--- config.mk ---
export PLATFORM = sky130hd
export DESIGN_NAME = mips_multicycle_ctrl_flat
export DESIGN_NICKNAME = d
export VERILOG_FILES = /design/src/rtl/mips_multicycle_ctrl_if.sv /design/src/rtl/mips_multicycle_ctrl.sv /design/src/flat_wrapper.sv
export SDC_FILE = /design/constraint.sdc
export NUM_CORES = 1
export LEC_CHECK = 0
export ABC_CLOCK_PERIOD_IN_PS = 2650
export CAP_MARGIN = 20
export CORE_ASPECT_RATIO = 1.2
export CORE_UTILIZATION = 30
export CTS_BUF_LIST = sky130_fd_sc_hd__clkbuf_8
export CTS_CLUSTER_DIAMETER = 80
export DETAILED_ROUTE_END_ITERATION = 12
export DONT_BUFFER_PORTS = 1
export PLACE_DENSITY_LB_ADDON = 0.08
export SLEW_MARGIN = 10
export SYNTH_ARGS = -nofsm -noshare
export SYNTH_HDL_FRONTEND = slang
export SYNTH_SLANG_ARGS = --single-unit
--- constraint.sdc ---
create_clock -name clk -period 2.65 [get_ports clk]
set_input_delay 0.6625 -clock clk [delete_from_list [all_inputs] [get_ports clk]]
set_output_delay 0.6625 -clock clk [all_outputs]
set_load 0.05 [all_outputs]
--- src/rtl/mips_multicycle_ctrl_if.sv ---
// Memory bus between the multi-cycle control unit and the memory/IR/MDR path.
// The controller owns the request and strobes; memory answers with mem_ack.
interface mips_multicycle_ctrl_if;
    logic mem_req;
    logic mem_ack;
    logic MemRead;
    logic MemWrite;
    logic IorD;

    modport master (
        output mem_req,
        output MemRead,
        output MemWrite,
        output IorD,
        input  mem_ack
    );

    modport slave (
        input  mem_req,
        input  MemRead,
        input  MemWrite,
        input  IorD,
        output mem_ack
    );
endinterface

--- src/rtl/mips_multicycle_ctrl.sv ---
// Multi-cycle MIPS control FSM. Steps each instruction through one-hot stage
// codes, drives the datapath strobes, runs the memory request/ack handshake
// with a bounded wait, and counts retired instructions.
module mips_multicycle_ctrl #(
    parameter int MEM_TIMEOUT = 15,
    parameter int CNT_W       = 16
) (
    input  logic                      clk,
    input  logic                      rst_n,
    input  logic [5:0]                opcode,
    input  logic                      zero,
    mips_multicycle_ctrl_if.master    mem,
    output logic [5:0]                state,
    output logic [1:0]                ALUop,
    output logic                      IRWrite,
    output logic                      RegWrite,
    output logic                      RegDst,
    output logic                      MemtoReg,
    output logic                      ALUSrc,
    output logic                      PCWrite,
    output logic                      retire,
    output logic [CNT_W-1:0]          instr_count,
    output logic                      halted,
    output logic                      illegal,
    output logic                      bus_err
);

    // The state register holds the one-hot code consumed downstream directly.
    typedef enum logic [5:0] {
        S_FETCH     = 6'b000001,
        S_DECODE    = 6'b000010,
        S_REGREAD   = 6'b000100,
        S_EXECUTE   = 6'b001000,
        S_MEMORY    = 6'b010000,
        S_WRITEBACK = 6'b100000,
        S_HALT      = 6'b000000
    } state_e;

    typedef enum logic [2:0] {
        CLS_R, CLS_LW, CLS_SW, CLS_BEQ, CLS_HLT, CLS_ILL
    } cls_e;

    // Last wait cycle: a request still unacknowledged here raises a bus error.
    localparam logic [7:0] WAIT_LAST = 8'(MEM_TIMEOUT - 1);

    state_e           state_q, state_d;
    cls_e             cls_q, cls_d;
    cls_e             op_cls;
    logic [7:0]       wait_q, wait_d;
    logic [CNT_W-1:0] cnt_q, cnt_d;
    logic             halted_q, halted_d;
    logic             illegal_q, illegal_d;
    logic             bus_err_q, bus_err_d;

    logic       mem_req_c, mem_read_c, mem_write_c, iord_c;
    logic       irwrite_c, regwrite_c, regdst_c, memtoreg_c, alusrc_c;
    logic       pcwrite_c, retire_c;
    logic [1:0] aluop_c;

    function automatic logic [1:0] aluop_of(input cls_e c);
        case (c)
            CLS_R:   return 2'b10;
            CLS_BEQ: return 2'b01;
            default: return 2'b00;
        endcase
    endfunction

    // Opcode classification, only consumed while in DECODE.
    always_comb begin
        case (opcode)
            6'b000000: op_cls = CLS_R;
            6'b100011: op_cls = CLS_LW;
            6'b101011: op_cls = CLS_SW;
            6'b000100: op_cls = CLS_BEQ;
            6'b111111: op_cls = CLS_HLT;
            default:   op_cls = CLS_ILL;
        endcase
    end

    // Next-state, strobes, wait counter, retire counter and sticky flags.
    always_comb begin
        state_d     = state_q;
        cls_d       = cls_q;
        halted_d    = halted_q;
        illegal_d   = illegal_q;
        bus_err_d   = bus_err_q;
        mem_req_c   = 1'b0;
        mem_read_c  = 1'b0;
        mem_write_c = 1'b0;
        iord_c      = 1'b0;
        irwrite_c   = 1'b0;
        regwrite_c  = 1'b0;
        regdst_c    = 1'b0;
        memtoreg_c  = 1'b0;
        alusrc_c    = 1'b0;
        pcwrite_c   = 1'b0;
        retire_c    = 1'b0;
        aluop_c     = 2'b00;

        unique case (state_q)
            S_FETCH: begin
                mem_req_c  = 1'b1;
                mem_read_c = 1'b1;
                if (mem.mem_ack) begin
                    irwrite_c = 1'b1;
                    pcwrite_c = 1'b1;
                    state_d   = S_DECODE;
                end
            end
            S_DECODE: begin
                cls_d = op_cls;
                if (op_cls == CLS_HLT) begin
                    state_d = S_HALT;
                end else if (op_cls == CLS_ILL) begin
                    state_d   = S_HALT;
                    illegal_d = 1'b1;
                end else begin
                    state_d = S_REGREAD;
                end
            end
            S_REGREAD: begin
                aluop_c = aluop_of(cls_q);
                state_d = S_EXECUTE;
            end
            S_EXECUTE: begin
                aluop_c  = aluop_of(cls_q);
                alusrc_c = (cls_q == CLS_LW) || (cls_q == CLS_SW);
                if (cls_q == CLS_BEQ) begin
                    pcwrite_c = zero;
                    retire_c  = 1'b1;
                    state_d   = S_FETCH;
                end else if (cls_q == CLS_R) begin
                    state_d = S_WRITEBACK;
                end else begin
                    state_d = S_MEMORY;
                end
            end
            S_MEMORY: begin
                mem_req_c   = 1'b1;
                iord_c      = 1'b1;
                mem_read_c  = (cls_q == CLS_LW);
                mem_write_c = (cls_q == CLS_SW);
                if (mem.mem_ack) begin
                    if (cls_q == CLS_LW) begin
                        state_d = S_WRITEBACK;
                    end else begin
                        retire_c = 1'b1;
                        state_d  = S_FETCH;
                    end
                end
            end
            S_WRITEBACK: begin
                regwrite_c = 1'b1;
                regdst_c   = (cls_q == CLS_R);
                memtoreg_c = (cls_q == CLS_LW);
                retire_c   = 1'b1;
                state_d    = S_FETCH;
            end
            default: begin
                state_d = S_HALT;
            end
        endcase

        // An ack on the final wait cycle still completes the transfer.
        if (mem_req_c && !mem.mem_ack && (wait_q == WAIT_LAST)) begin
            state_d   = S_HALT;
            bus_err_d = 1'b1;
        end

        if (state_d == S_HALT) begin
            halted_d = 1'b1;
        end

        wait_d = (mem_req_c && !mem.mem_ack && (state_d == state_q)) ? wait_q + 8'd1 : 8'd0;
        cnt_d  = cnt_q + {{(CNT_W-1){1'b0}}, retire_c};
    end

    // Control state register with asynchronous active-low reset.
    always_ff @(posedge clk or negedge rst_n) begin
        if (!rst_n) begin
            state_q   <= S_FETCH;
            cls_q     <= CLS_R;
            wait_q    <= 8'd0;
            cnt_q     <= '0;
            halted_q  <= 1'b0;
            illegal_q <= 1'b0;
            bus_err_q <= 1'b0;
        end else begin
            state_q   <= state_d;
            cls_q     <= cls_d;
            wait_q    <= wait_d;
            cnt_q     <= cnt_d;
            halted_q  <= halted_d;
            illegal_q <= illegal_d;
            bus_err_q <= bus_err_d;
        end
    end

    // Strobes are forced low while reset is held so the datapath stays idle.
    always_comb begin
        mem.mem_req  = mem_req_c   & rst_n;
        mem.MemRead  = mem_read_c  & rst_n;
        mem.MemWrite = mem_write_c & rst_n;
        mem.IorD     = iord_c      & rst_n;
        IRWrite      = irwrite_c   & rst_n;
        RegWrite     = regwrite_c  & rst_n;
        RegDst       = regdst_c    & rst_n;
        MemtoReg     = memtoreg_c  & rst_n;
        ALUSrc       = alusrc_c    & rst_n;
        PCWrite      = pcwrite_c   & rst_n;
        retire       = retire_c    & rst_n;
        ALUop        = aluop_c     & {2{rst_n}};
    end

    assign state       = state_q;
    assign instr_count = cnt_q;
    assign halted      = halted_q;
    assign illegal     = illegal_q;
    assign bus_err     = bus_err_q;

endmodule

--- src/flat_wrapper.sv ---
// flat-port wrapper written by rule: the top's interface ports become plain ports
module mips_multicycle_ctrl_flat 
#(
    parameter int MEM_TIMEOUT = 15,
    parameter int CNT_W       = 16
)
  (clk, rst_n, opcode, zero, state, ALUop, IRWrite, RegWrite, RegDst, MemtoReg, ALUSrc, PCWrite, retire, instr_count, halted, illegal, bus_err, mem_mem_req, mem_MemRead, mem_MemWrite, mem_IorD, mem_mem_ack);
  mips_multicycle_ctrl_if mem_i ();
  input  logic clk;
  input  logic rst_n;
  input  logic [5:0] opcode;
  input  logic zero;
  output logic [5:0] state;
  output logic [1:0] ALUop;
  output logic IRWrite;
  output logic RegWrite;
  output logic RegDst;
  output logic MemtoReg;
  output logic ALUSrc;
  output logic PCWrite;
  output logic retire;
  output logic [CNT_W-1:0] instr_count;
  output logic halted;
  output logic illegal;
  output logic bus_err;
  output wire logic [$bits(mem_i.mem_req)-1:0] mem_mem_req;
  output wire logic [$bits(mem_i.MemRead)-1:0] mem_MemRead;
  output wire logic [$bits(mem_i.MemWrite)-1:0] mem_MemWrite;
  output wire logic [$bits(mem_i.IorD)-1:0] mem_IorD;
  input wire logic [$bits(mem_i.mem_ack)-1:0] mem_mem_ack;
  assign mem_mem_req = mem_i.mem_req;
  assign mem_MemRead = mem_i.MemRead;
  assign mem_MemWrite = mem_i.MemWrite;
  assign mem_IorD = mem_i.IorD;
  assign mem_i.mem_ack = mem_mem_ack;
  mips_multicycle_ctrl #(.MEM_TIMEOUT(MEM_TIMEOUT), .CNT_W(CNT_W)) u_core (.clk(clk), .rst_n(rst_n), .opcode(opcode), .zero(zero), .mem(mem_i), .state(state), .ALUop(ALUop), .IRWrite(IRWrite), .RegWrite(RegWrite), .RegDst(RegDst), .MemtoReg(MemtoReg), .ALUSrc(ALUSrc), .PCWrite(PCWrite), .retire(retire), .instr_count(instr_count), .halted(halted), .illegal(illegal), .bus_err(bus_err));
endmodule
==> impl_metrics.env, run 1 <==
export IMPL_io_pins=48
export IMPL_async_flop_share=1.00
export IMPL_root_buffer="clkbuf_8"
export IMPL_start_util=0.317
export IMPL_nFillCells=609
export IMPL_antennaDiodeCount=0
export IMPL_min_period_ps=2520
export IMPL_power_leakage_nw=1.13
export IMPL_cpMaxStageDelayCell="dfstp_2"
export IMPL_dieArea_um2=6850
export IMPL_p_per_area_nw_per_um2=389
export IMPL_dp_cells=299
export IMPL_post_cts_buffers=0
export IMPL_detail_route_iter0_violations=96
export IMPL_grt_max_degree=44
export IMPL_synth_top_area_share=0.448
export IMPL_vdd_drop_max_v=0.000252
export IMPL_cpLargestDelayFamily="flip-flops"
export IMPL_cts_buffers=5
export IMPL_core_area_um2=6170
export IMPL_firstDrtPassIters=4
export IMPL_cp_data_arrival_time_ps=1860
export IMPL_hold_buffers=0
export IMPL_drive_gt1_frac=0.267
export IMPL_syn_instance_count=194
export IMPL_dp_hpwl_um=3540
export IMPL_die_x_um=75.7
export IMPL_r2r_cells=9
export IMPL_synth_edf_count=0
export IMPL_rsz0062_at_grt="no"
export IMPL_finalNonFillerCells=307
export IMPL_routed_wl_um=4570
export IMPL_clock_skew_final_ps=6.34
export IMPL_hold_path_class="input port to asynchronous set/reset pin"
export IMPL_synth_top_cells_by_area="dfrtp_1 (45%), xnor2_1 (5.8%), nand3_1 (3.8%)"
export IMPL_overflow=0
export IMPL_timing_fmax_mhz=397
export IMPL_die_y_um=90.5
export IMPL_ys_warnings_count=0
export IMPL_numPortBuffers=0
export IMPL_synth_seq_cells=36
export IMPL_post_dp_cell_area_um2=2320
export IMPL_cts_tree="done"
export IMPL_post_place_ws_ps=70.3
export IMPL_vias_per_cell=5.20
export IMPL_hold_viol=0
export IMPL_slew_headroom=0.613
export IMPL_synth_top_cell_by_area="dfrtp_1"
export IMPL_synthFlopType="dfrtp_1"
export IMPL_wire_per_inst_um=14.9
export IMPL_r2r_slack_ps=260
export IMPL_crit_path_cell_trace="buf_4 > nor2b_2 > nand3_2 > o21ai_1 > and2_1 > buf_12"
export IMPL_fin_ws_ps=128
export IMPL_final_cell_mix="dfrtp_1 (31), buf_4 (25), nor2_1 (17)"
export IMPL_crit_path_end_kind="output pin"
export IMPL_design_area_um2=2450
export IMPL_crit_path_max_incr_delay_ps=610
export IMPL_rr_endpoint="u_core.instr_count[14]"
export IMPL_synth_fp_nets=208
export IMPL_nets=238
export IMPL_finalSetupViolations=0
export IMPL_rows=31
export IMPL_report_final_slew_viol_count=0
export IMPL_syn_area_per_cell_um2=10.1
export IMPL_grt_pass1_vias=1580
export IMPL_cp_max_fo=7
export IMPL_cts_max_level=2
export IMPL_timing_rr_start="u_core.state[1]"
export IMPL_antenna_found_initial=0
export IMPL_post_route_period_util=0.952
export IMPL_cts_sinks=36
export IMPL_synth_area_um2=1960
export IMPL_clk_path_buf_depth=2
export IMPL_grt_pass1_wl_um=7510
export IMPL_gp_congestion=0.791
export IMPL_ys_types=44
export IMPL_status="finished, final reports clean"
export IMPL_area_delta_synth_final_pct=25.4
export IMPL_drtAntennaViolNets=0
export IMPL_start_kind="register"
export IMPL_via_count=1597
export IMPL_clk_pin_slew_worst_paths_ps=70
export IMPL_tns_ps=0
export IMPL_required_ps=1990
export IMPL_maxCapViolations=0
export IMPL_clk_latency_ps=280
export IMPL_seq_area_frac_synth=0.461
export IMPL_grt_usage=0.145
export IMPL_worst_path_buf_inv=2
export IMPL_crit_type="register to output pin"
export IMPL_tightestPinTransition_ps=580
export IMPL_final_common_cell="dfrtp_1"
export IMPL_drc=0
==> sequential cells by signal, summed over array words and instances, names as in the netlist <==
signal and flops:
u_core.bus_err 1, u_core.cls_q 3, u_core.halted 1, u_core.illegal 1, u_core.instr_count 16, u_core.state 6, u_core.wait_q 8
==> layer usage <==
| metal | track usage | wire (um) |
|---|---|---|
| met5 | 0 | 0 |
| met4 | 0.0648 | 128 |
| met3 | 0.0435 | 278 |
| met2 | 0.233 | 2240 |
| met1 | 0.175 | 1920 |
==> power by group <==
| part | total, W | leakage (nW) | internal, W | switching, W |
|---|---|---|---|---|
| clock network | 0.000398 | 0.0538 | 0.000204 | 0.000193 |
| registers | 0.000550 | 0.461 | 0.000550 | 0.000000696 |
| logic | 0.00000656 | 0.613 | 0.00000294 | 0.00000362 |
==> kinds of logic after synthesis <==
group / after synthesis / synth area share
AND/OR/NAND/NOR: 90 / 0.268
adder cells (fa/ha/maj): 4 / 0.0256
XOR/XNOR: 21 / 0.0940
AO/OA/AOI/OAI: 25 / 0.104
buffers and inverters: 17 / 0.0428
flip-flops: 36 / 0.461
multiplexers: 1 / 0.00512
==> timing repair <==
action / 4_1_cts / 5_1_grt
resized for setup: 3 / 8
pin swaps: 0 / 1
setup endpoints to repair: 1 / 9
==> worst register-to-register path, delay by kind of cell, from the launching register on <==
family | cells | cell delay [ps]
flip-flops | 1 | 460
adder cells (fa/ha/maj) | 2 | 480
AND/OR/NAND/NOR | 6 | 1140
XOR/XNOR | 1 | 170
==> worst max-delay path by stage <==
stage | startpoint | end | slack (ps) | cells past startpoint
after global routing | u_core.state[0] | PCWrite | 30 | 6
after global placement | u_core.state[2] | u_core.instr_count[14] | 160 | 9
after floorplan | u_core.state[5] | ALUSrc | -230 | 4
final | u_core.state[0] | PCWrite | 130 | 6
after CTS | u_core.state[1] | PCWrite | 60 | 6
after detailed placement | u_core.state[1] | u_core.instr_count[12] | 70 | 9
==> cell type report <==
class	instances	area [um2]	share of cell area
inverters	11	41.3	0.0168
multi-input cells	141	1050	0.426
clock buffers	6	82.6	0.0336
well taps	82	103	0.0418
clock inverters	2	7.51	0.00306
flip-flops and latches	36	907	0.370
repair buffers	29	268	0.109
==> per-stage QoR <==
step | utilization | hold WS, ps | power, W
global placement | 0.376 | 368 | 0.000567
global route | 0.398 | 43.1 | 0.000990
floorplan | - | 367 | 0.000566
CTS | 0.394 | 52.7 | 0.000965
detailed placement | 0.376 | 368 | 0.000567
finish | 0.398 | 66.4 | 0.000954
==> Yosys cell counts, types with 2 or more instances <==
library cell / number
a211oi_1: 2
a211oi_2: 5
a21oi_1: 4
a31oi_1: 2
and2_1: 2
and3_1: 3
and4_1: 3
buf_2: 4
buf_6: 2
dfrtp_1: 35
ha_1: 4
inv_1: 10
nand2_1: 12
nand3_1: 15
nand3b_1: 2
nand4_1: 9
nand4b_1: 2
nor2_1: 18
nor2b_1: 5
nor3_1: 3
nor4_1: 2
nor4_2: 2
nor4b_1: 4
o21ai_1: 2
o31ai_1: 3
or3_1: 2
xnor2_1: 13
xor2_1: 8
(Power assumes the default switching activity.)
==> run 2: changes to the inputs <==
ABC_CLOCK_PERIOD_IN_PS = not set   (was 2650)
CTS_CLUSTER_DIAMETER = 30   (was 80)
DONT_BUFFER_PORTS = not set   (was 1)
==> run 2 against run 1 <==
Compared with the run above: power up 5.2%; sequential share of layout area down 5.4 points; setup slack worse by 13 ps; register-to-register slack better by 60 ps; clock power up 5%; critical path depth unchanged; sequential power about the same; global-route usage up 0.27 points; utilization up 6.5 points; critical endpoint unchanged; maximum frequency down 0.53%; non-clock buffer count up 30; clock skew down 2.7 ps.
==> impl_metrics.env, run 2 (synthesis gave the netlist of run 1 again) <==
export IMPL_crit_path_max_incr_delay_ps=430
export IMPL_area_delta_synth_final_pct=45.9
export IMPL_slew_headroom=0.652
export IMPL_clk_path_buf_depth=2
export IMPL_cp_data_arrival_time_ps=1870
export IMPL_cts_tree="done"
export IMPL_report_final_slew_viol_count=0
export IMPL_drive_gt1_frac=0.204
export IMPL_vdd_drop_max_v=0.000233
export IMPL_status="finished, final reports clean"
export IMPL_largest_reg_flops=16
export IMPL_p_per_area_nw_per_um2=352
export IMPL_clk_latency_ps=280
export IMPL_maxCapViolations=0
export IMPL_io_pins=48
export IMPL_cp_max_fo=11
export IMPL_final_common_cell="dfrtp_1"
export IMPL_via_count=1624
export IMPL_final_cell_mix="dfrtp_1 (35), clkdlybuf4s50_1 (33), nor2_1 (18)"
export IMPL_die_y_um=90.5
export IMPL_power_leakage_nw=1.25
export IMPL_detail_route_iter0_violations=44
export IMPL_required_ps=1990
export IMPL_post_dp_cell_area_um2=2740
export IMPL_grt_pass1_wl_um=7630
export IMPL_cts_sinks=36
export IMPL_cpMaxStageDelayCell="dfstp_2"
export IMPL_crit_path_cell_trace="nor4_2 > nand4_1 > buf_4 > o21ai_1 > and2_1 > buf_12"
export IMPL_antennaDiodeCount=0
export IMPL_tns_ps=0
export IMPL_die_x_um=75.7
export IMPL_nFillCells=585
export IMPL_dieArea_um2=6850
export IMPL_rsz0062_at_grt="no"
export IMPL_min_period_ps=2540
export IMPL_grt_usage=0.148
export IMPL_grt_max_degree=31
export IMPL_hold_path_class="input port to asynchronous set/reset pin"
export IMPL_antenna_found_initial=0
export IMPL_wire_per_inst_um=13.7
export IMPL_core_area_um2=6170
export IMPL_design_area_um2=2860
export IMPL_post_route_period_util=0.957
export IMPL_crit_type="register to output pin"
export IMPL_hold_buffers=0
export IMPL_rows=31
export IMPL_nets=268
export IMPL_holdWs_ps=178
export IMPL_drc=0
export IMPL_hold_viol=0
export IMPL_clk_pin_slew_worst_paths_ps=70
export IMPL_drtAntennaViolNets=0
export IMPL_dp_cells=329
export IMPL_dp_hpwl_um=3590
export IMPL_root_buffer="clkbuf_8"
export IMPL_tightestPinTransition_ps=520
export IMPL_cpLargestDelayFamily="simple AND/OR/NAND/NOR gates"
export IMPL_vias_per_cell=4.82
export IMPL_gp_congestion=0.769
export IMPL_cts_buffers=5
export IMPL_firstDrtPassIters=4
export IMPL_finalNonFillerCells=337
export IMPL_start_kind="register"
export IMPL_routed_wl_um=4620
export IMPL_timing_fmax_mhz=394
export IMPL_cts_max_level=2
export IMPL_clock_skew_final_ps=3.62
export IMPL_start_util=0.317
export IMPL_finalSetupViolations=0
export IMPL_overflow=0
export IMPL_numPortBuffers=47
export IMPL_grt_pass1_vias=1627
export IMPL_crit_path_end_kind="output pin"
export IMPL_worst_path_buf_inv=2
run 2: final timing paths:
path	from	end	slack, ps	cells after the start
setup / recovery	u_core.state[0]	PCWrite	110	6
hold / removal	rst_n	u_core.cls_q[1]	180	1
setup reg to reg	u_core.state[0]	u_core.instr_count[13]	320	8
hold reg to reg	u_core.bus_err	u_core.bus_err	470	1
max in group asynchronous	rst_n	u_core.state[0]	1850	2
min in group clk	u_core.bus_err	u_core.bus_err	470	1
run 2: area by class of cell:
cell class | instances | area, um2 | share of cell area
multi-input cells | 141 | 1020 | 0.358
well taps | 82 | 103 | 0.0359
flip-flops and latches | 36 | 902 | 0.316
repair buffers | 59 | 686 | 0.240
clock inverters | 1 | 3.75 | 0.00131
inverters | 11 | 41.3 | 0.0145
clock buffers | 7 | 96.3 | 0.0337
run 2: routing by layer:
layer,wire length [um],global-route usage
met4,44,0.0509
met1,2070,0.175
met2,2320,0.254
met3,188,0.0346
met5,0,0
run 2: timing repair:
action | CTS | global route
setup endpoints to repair | 3 | 2
buffers inserted | 0 | 0
gates resized for setup | 1 | 2
run 2: worst register-to-register path, cell delays in order, from the launching register on:
cell and delay, ps:
dfstp_2 430, nor4_2 410, nand4_1 190, nand3_1 200, ha_1 230, and3_1 210
nor3b_2 270, nand3_1 130, xnor2_1 140
run 2: metrics by stage:
stage	util	power, W	setup WS (ps)
after detailed placement	0.443	0.000600	69.3
after CTS	0.461	0.00102	17.2
after floorplan	-	0.000566	-226
after global routing	0.463	0.00105	1.33
final	0.463	0.00100	115
after global placement	0.443	0.000600	102
run 2: report_power, final:
group	internal [W]	leakage, nW	switching [W]
Sequential	0.000550	0.468	0.000000706
Combinational	0.0000166	0.725	0.0000210
Clock	0.000233	0.0557	0.000183
Total	0.000800	1.25	0.000205
